### config.mk
export PLATFORM = sky130hd
export DESIGN_NAME = fetch_request_unit
export DESIGN_NICKNAME = d
export VERILOG_FILES = /design/src/rtl/cpu_types_pkg.sv /design/src/rtl/sat_counter.sv /design/src/rtl/fetch_request_unit.sv
export SDC_FILE = /design/constraint.sdc
export NUM_CORES = 1
export LEC_CHECK = 0
export CORE_AREA = 2 2 128 130
export DETAILED_ROUTE_END_ITERATION = 12
export DIE_AREA = 0 0 130 132
export HOLD_SLACK_MARGIN = 0.15
export PLACE_DENSITY = 0.87
export SYNTH_ARGS = -nofsm -noshare
export SYNTH_HDL_FRONTEND = slang
export SYNTH_HIERARCHICAL = 1
export SYNTH_SLANG_ARGS = --single-unit
### constraint.sdc
create_clock -name CLK -period 2.7 [get_ports CLK]
set_input_delay 0.675 -clock CLK [delete_from_list [all_inputs] [get_ports CLK]]
set_output_delay 0.675 -clock CLK [all_outputs]
set_load 0.02 [all_outputs]
### src/rtl/cpu_types_pkg.sv
// rtl/cpu_types_pkg.sv - shared MIPS core types plus the fetch/request sequencer states
package cpu_types_pkg;

    localparam int WORD_W  = 32;
    localparam int OP_W    = 6;
    localparam int FUNCT_W = 6;

    typedef logic [WORD_W-1:0]  word_t;
    typedef logic [OP_W-1:0]    opcode_t;
    typedef logic [FUNCT_W-1:0] funct_t;

    typedef enum logic [1:0] {
        FETCH = 2'd0,
        EXEC  = 2'd1,
        MEM   = 2'd2,
        HALT  = 2'd3
    } reqstate_t;

    function automatic opcode_t instr_opcode(input word_t w);
        return w[WORD_W-1 -: OP_W];
    endfunction

    function automatic funct_t instr_funct(input word_t w);
        return w[FUNCT_W-1:0];
    endfunction

endpackage

### src/rtl/sat_counter.sv
// rtl/sat_counter.sv - saturating up-counter with synchronous clear
module sat_counter #(
    parameter int PERF_W = 32
) (
    input  logic              clk,
    input  logic              rst_n,
    input  logic              inc,
    input  logic              clr,
    output logic [PERF_W-1:0] count
);

    logic [PERF_W-1:0] count_q;
    logic [PERF_W-1:0] count_d;

    always_comb begin
        count_d = count_q;
        if (clr) begin
            count_d = '0;
        end else if (inc && (count_q != '1)) begin
            count_d = count_q + 1'b1;
        end
    end

    always_ff @(posedge clk or negedge rst_n) begin
        if (!rst_n) begin
            count_q <= '0;
        end else begin
            count_q <= count_d;
        end
    end

    assign count = count_q;

endmodule

### src/rtl/fetch_request_unit.sv
// rtl/fetch_request_unit.sv - multi-cycle fetch/memory-request sequencer; FETCH_REQUEST_PERF_EN adds perf counters
module fetch_request_unit
    import cpu_types_pkg::*;
#(
    parameter int          PERF_W        = 32,
    parameter int unsigned IMEM_WAIT_MAX = 0
) (
    input  logic        CLK,
    input  logic        nRST,
    input  logic        ihit,
    input  logic        dhit,
    input  logic [31:0] imemload,
    input  logic [31:0] dmemload,
    input  logic [31:0] pc,
    input  logic        cu_dREN,
    input  logic        cu_dWEN,
    input  logic        cu_halt,
    input  logic [31:0] daddr_in,
    input  logic [31:0] dstore_in,
    output logic        imemREN,
    output logic [31:0] imemaddr,
    output logic        dmemREN,
    output logic        dmemWEN,
    output logic [31:0] dmemaddr,
    output logic [31:0] dmemstore,
    output logic [31:0] instr,
    output logic [31:0] dload,
    output logic        pc_en,
    output logic        reg_wen,
    output logic        halt,
    output logic        fetch_timeout
`ifdef FETCH_REQUEST_PERF_EN
    ,
    output logic [PERF_W-1:0] perf_instr,
    output logic [PERF_W-1:0] perf_istall,
    output logic [PERF_W-1:0] perf_dstall
`endif
);

    reqstate_t         state_q,   state_d;
    word_t             instr_q,   instr_d;
    word_t             dload_q,   dload_d;
    word_t             daddr_q,   daddr_d;
    word_t             dstore_q,  dstore_d;
    logic              store_q,   store_d;
    logic [PERF_W-1:0] wait_cnt_q, wait_cnt_d;
    logic              timeout_q, timeout_d;
    logic              retire;

    always_comb begin
        state_d  = state_q;
        instr_d  = instr_q;
        dload_d  = dload_q;
        daddr_d  = daddr_q;
        dstore_d = dstore_q;
        store_d  = store_q;
        retire   = 1'b0;
        case (state_q)
            FETCH: begin
                if (ihit) begin
                    instr_d = imemload;
                    state_d = EXEC;
                end
            end
            EXEC: begin
                if (cu_halt) begin
                    state_d = HALT;
                end else if (cu_dREN || cu_dWEN) begin
                    // Store wins when the decode asserts both directions.
                    daddr_d  = daddr_in;
                    dstore_d = dstore_in;
                    store_d  = cu_dWEN;
                    state_d  = MEM;
                end else begin
                    retire  = 1'b1;
                    state_d = FETCH;
                end
            end
            MEM: begin
                if (dhit) begin
                    if (!store_q) begin
                        dload_d = dmemload;
                    end
                    retire  = 1'b1;
                    state_d = FETCH;
                end
            end
            default: begin
                state_d = HALT;
            end
        endcase
    end

    // Wait counter shares the perf width and only runs while fetch is stalled.
    always_comb begin
        wait_cnt_d = wait_cnt_q;
        timeout_d  = timeout_q;
        if (state_q == FETCH) begin
            if (ihit) begin
                wait_cnt_d = '0;
            end else if (wait_cnt_q != '1) begin
                wait_cnt_d = wait_cnt_q + 1'b1;
            end
        end
        if ((IMEM_WAIT_MAX != 0) && (wait_cnt_d == PERF_W'(IMEM_WAIT_MAX))) begin
            timeout_d = 1'b1;
        end
    end

    always_ff @(posedge CLK or negedge nRST) begin
        if (!nRST) begin
            state_q    <= FETCH;
            instr_q    <= '0;
            dload_q    <= '0;
            daddr_q    <= '0;
            dstore_q   <= '0;
            store_q    <= 1'b0;
            wait_cnt_q <= '0;
            timeout_q  <= 1'b0;
        end else begin
            state_q    <= state_d;
            instr_q    <= instr_d;
            dload_q    <= dload_d;
            daddr_q    <= daddr_d;
            dstore_q   <= dstore_d;
            store_q    <= store_d;
            wait_cnt_q <= wait_cnt_d;
            timeout_q  <= timeout_d;
        end
    end

    assign imemREN       = (state_q == FETCH);
    assign imemaddr      = pc;
    assign dmemREN       = (state_q == MEM) && !store_q;
    assign dmemWEN       = (state_q == MEM) &&  store_q;
    assign dmemaddr      = daddr_q;
    assign dmemstore     = dstore_q;
    assign instr         = instr_q;
    assign dload         = dload_q;
    assign pc_en         = retire;
    assign reg_wen       = retire;
    assign halt          = (state_q == HALT);
    assign fetch_timeout = timeout_q;

`ifdef FETCH_REQUEST_PERF_EN
    // Nothing increments in HALT, so the counters freeze there on their own.
    sat_counter #(.PERF_W(PERF_W)) u_perf_instr (
        .clk   (CLK),
        .rst_n (nRST),
        .inc   (retire),
        .clr   (1'b0),
        .count (perf_instr)
    );

    sat_counter #(.PERF_W(PERF_W)) u_perf_istall (
        .clk   (CLK),
        .rst_n (nRST),
        .inc   ((state_q == FETCH) && !ihit),
        .clr   (1'b0),
        .count (perf_istall)
    );

    sat_counter #(.PERF_W(PERF_W)) u_perf_dstall (
        .clk   (CLK),
        .rst_n (nRST),
        .inc   ((state_q == MEM) && !dhit),
        .clr   (1'b0),
        .count (perf_dstall)
    );
`endif

endmodule

---- Word level (Yosys, flattened, before mapping) ----
Index checks and enable logic that the tools add are counted.
word-level totals
  latch bits .............................. 0
  input bits .............................. 167
  RAM bits ................................ 0
  register bits after elaboration ......... 131
  output and inout bits ................... 167
  memories kept ........................... 0
  bits in read-only memories .............. 0
cells by class
  multipliers ............................. 0
  divide/modulo/power cells ............... 0
  reduce and logical (&&, ||, !) cells .... 9
  add/subtract/negate cells ............... 0
  bitwise operators ....................... 2
  shifts and indexed selects .............. 0
  order comparisons ....................... 0
  multiplexer cells ....................... 9
  equal/unequal tests ..................... 5
operator list
  cell                  number
  $mux W2               4
  $pmux W2 S3           1
  $reduce_and A3 Y1     2
  $eq A2 B2 Y1 const B  2
  $ne A2 B2 Y1 const B  2
  $reduce_and A2 Y1     2
  $mux W1               3
  $eq A2 B1 Y1 const B  1
  $logic_and A1 B1 Y1   2
  $logic_not A2 Y1      1
  $not A1 Y1            2
  $pmux W1 S2           1
  $logic_not A1 Y1      1
  $logic_or A1 B1 Y1    1

---- Depth between registers and ports, before layout ----
  word-level depth ........................ 4
  gate-level depth with buffers ........... 6
  gate-level depth less buffers ........... 5

---- Least setup slack after synthesis ----
No wires, ideal clock.
  path type ............................... input port to output port
  start point ............................. input cu_dWEN
  end point ............................... output reg_wen
  arrival time ............................ 1.508 ns
  setup slack ............................. 0.517 ns
  data required time ...................... 2.025 ns
  cell stages on the path ................. 4
  cell sequence ........................... nor2_1 > a32oi_1 > nor2b_1 > buf_4
between the ends
  longest elaborated chain between the ends .. 4
RTL lines
  item                line                      text
  start: declaration  fetch_request_unit.sv:16  input logic cu_dWEN,
  $logic_or A1 B1 Y1  fetch_request_unit.sv:68  end else if (cu_dREN || cu_dWEN) begin
  $mux W1             fetch_request_unit.sv:68
  $mux W1             fetch_request_unit.sv:66  if (cu_halt) begin
  $pmux W1 S2         fetch_request_unit.sv:58  case (state_q)
  end: declaration    fetch_request_unit.sv:29  output logic reg_wen,
No other way between the ends.

---- Final worst setup path ----
  start point ............................. input cu_dWEN
  end point ............................... output pc_en
between the ends
  longest elaborated chain between the ends .. 4
RTL lines
  item                line                      text
  $logic_or A1 B1 Y1  fetch_request_unit.sv:68
  $mux W1             fetch_request_unit.sv:68
  $mux W1             fetch_request_unit.sv:66
  $pmux W1 S2         fetch_request_unit.sv:58
  end: declaration    fetch_request_unit.sv:28  output logic pc_en,
No other way between the ends.

==> metrics.cfg <==
[yosys]
netlist_instances=331
synthDistinctLibCells=22
synth_fa_ha_area_frac=0.009103
ys_ff_latch=131
synth_compound_area_frac=0.005007
synth_top_family_by_area=multiplexers
synth.cell_area_um2=5498
synthXorXnorAreaFrac=0
synth.area.mux_share=0.3020
synth.area.top_cells=dfrtp_1 60%, mux2_2 16%, mux2_4 14%, buf_4 5.1%, buf_12 1.8%
synth_nets=502
synth-simple-area-share=0.009103
synth_sequential_area_ratio=0.5963
syn_area_per_cell_um2=16.61
synth_warnings=6
netlist.area_leader.share=0.5963
yosys.area.top_type=dfrtp_1

[timing]
fmax_ghz=0.3938
holdWs_ns=0.2165
drv_slew=0
fin_ws_ns=0.1604
finalHoldViolCount=0
min_period_ns=2.540
period_share=0.9406
rsz0062_at_grt=false
setup_tns_ns=0
skew_ns=0.007336
setup_viol_count_final=0

[clock_tree]
cts_tree=yes
ctsRootBufferMaster=clkbuf_16
clk_pin_slew_ns=0.06
cts_resized=2
clk_latency_ns=0.41
clock_path_buffers=2
post_cts.repair.setup_buffers=0
cts-buffers-inserted=17
htree_levels=4
cts_sinks=131
hold_buffers=0

[global_routing]
met1_usage=0.1676
met3_usage=0.06696
grt_usage=0.1643
top_usage_layer=met2
gr-usage-met2=0.2917
antenna_found_initial=0
grt_pass1_wl_um=21560
grt_start_max_net_pins=71
grt_overflow=0
first_global_vias=4086

[pwr]
total_leakage_power_nw=3.740
ir_worst_vdd_v=0.0006274
total_power_mw=11.28
power_density_nw_per_um2=1293

[place]
portBuffers=268
gp_congestion=0.7211
dpl_worst_slack_ns=-0.2675
hpwlAfterDp_um=10460

[critical_path]
slowest_delay_ns=0.46
crit_path_end_kind=primary output
worstPathRequired_ns=2.03
cp-start-kind=input pin
path_cells=clkdlybuf4s50_1 > nor2_1 > a32oi_1 > nor2b_1 > clkbuf_2
slowest_stage=clkdlybuf4s50_1
cp_num_buf_inv=2
cp.arrival_ns=1.86
crit_type=input pin to primary output
crit_family=buffers and inverters
worst-path-max-fanout=3

[floorplanning]
core_area_um2=15710
io_pins=334
rows=46
die_w_um=130
start_util=0.3499
dieArea_um2=17160
die_h_um=132

[cells_and_area]
post-route-util=0.5553
syn_to_final_growth_pct=58.69
fillers=1284
drive_above_1_share=0.2889
final_nets=751
antenna_cells=0

[status]
status=finished clean

[flow_run]
max-cap-violations=0

[route]
wl_per_cell_um=17.28
first_iter_violations=79
drtAntennaViolNets=0
routed_wl_um=13960
first_pass_iters=4
drc=0
vias_per_cell=4.417
vias=3569

[worst_hold_path]
hold_class=input pin to async pin

power breakdown:
group | internal, mW | leakage [nW] | total, mW | switching (mW)
registers | 2.98 | 1.56 | 3.54 | 0.559
logic | 3.08 | 1.91 | 5.51 | 2.42
clock network | 1.42 | 0.274 | 2.24 | 0.816
final timing paths:
path                                  from           end  slack, ns  depth (start not counted)
worst min register to register   instr[20]     instr[20]       0.50                          1
worst min-delay path                  nRST     instr[12]       0.22                          1
worst max-delay path               cu_dWEN         pc_en       0.16                          5
max in group asynchronous             nRST     dload[31]       1.72                          2
worst max register to register  state_q[1]  dmemstore[0]       0.80                          5
min in group CLK                 instr[20]     instr[20]       0.50                          1
cells by family (layout without fill, tap and decap cells):
| family | Yosys count | in the layout |
|---|---|---|
| other | 1 | 1 |
| multiplexers | 131 | 131 |
| AO/OA/AOI/OAI | 4 | 4 |
| AND/OR/NAND/NOR | 8 | 8 |
| buffers and inverters | 52 | 313 |
| flip-flops | 131 | 131 |
| adder cells (fa/ha/maj) | 4 | 4 |
through the flow:
step | cells | cell area (um^2)
global placement | 777 | 8150
finish | 808 | 8725
global route | 808 | 8725
detailed placement | 777 | 8150
floorplan | 331 | 5498
CTS | 808 | 8727
placed cells by master (no fill, tap or decap), types with 2 or more instances in the layout:
cell type          n
clkinvlp_4         4
ha_1               4
clkbuf_2           2
clkinv_2           3
buf_4              7
clkbuf_1           2
clkdlybuf4s50_1  263
bufinv_16          2
clkbuf_8           3
dlymetal6s2s_1     2
mux2i_1            2
inv_1              5
dfrtp_1          131
buf_12             3
clkbuf_16         17
mux2_2            79
mux2_4            50
nand2_1            2
cell usage after synthesis (all sizes together):
master and instances:
ha 4, a21oi 1, nor2b 1, buf 47, conb 1, or3 1, inv 5, nand2 2
nor3b 1, a32oi 1, a211oi 1, nor2 1, mux2i 2, o22ai 1, and2b 1, and2 1
dfrtp 131, mux2 129
metal layers:
layer | share of wire | routed length (um) | up-vias
li1 | - | - | 1599
met4 | 0.024 | 330 | 0
met3 | 0.094 | 1306 | 33
met2 | 0.52 | 7304 | 183
met1 | 0.36 | 5018 | 1754
met5 | 0 | 0 | -
registers in the layout, summed over array words and instances (netlist names):
name	count
state_q	2
instr	32
dload	32
dmemaddr	32
store_q	1
dmemstore	32
area by class of cell:
class / instances / area [um^2] / area share
Clock buffer: 22 / 474.2 / 0.05435
Tap cell: 216 / 270.3 / 0.03098
Multi-Input combinational cell: 148 / 1798 / 0.2061
Inverter: 5 / 18.77 / 0.002151
Sequential cell: 131 / 3278 / 0.3757
Clock inverter: 9 / 105.1 / 0.01205
Timing Repair Buffer: 277 / 2780 / 0.3187
No activity file was read; power rests on OpenSTA's default activity.
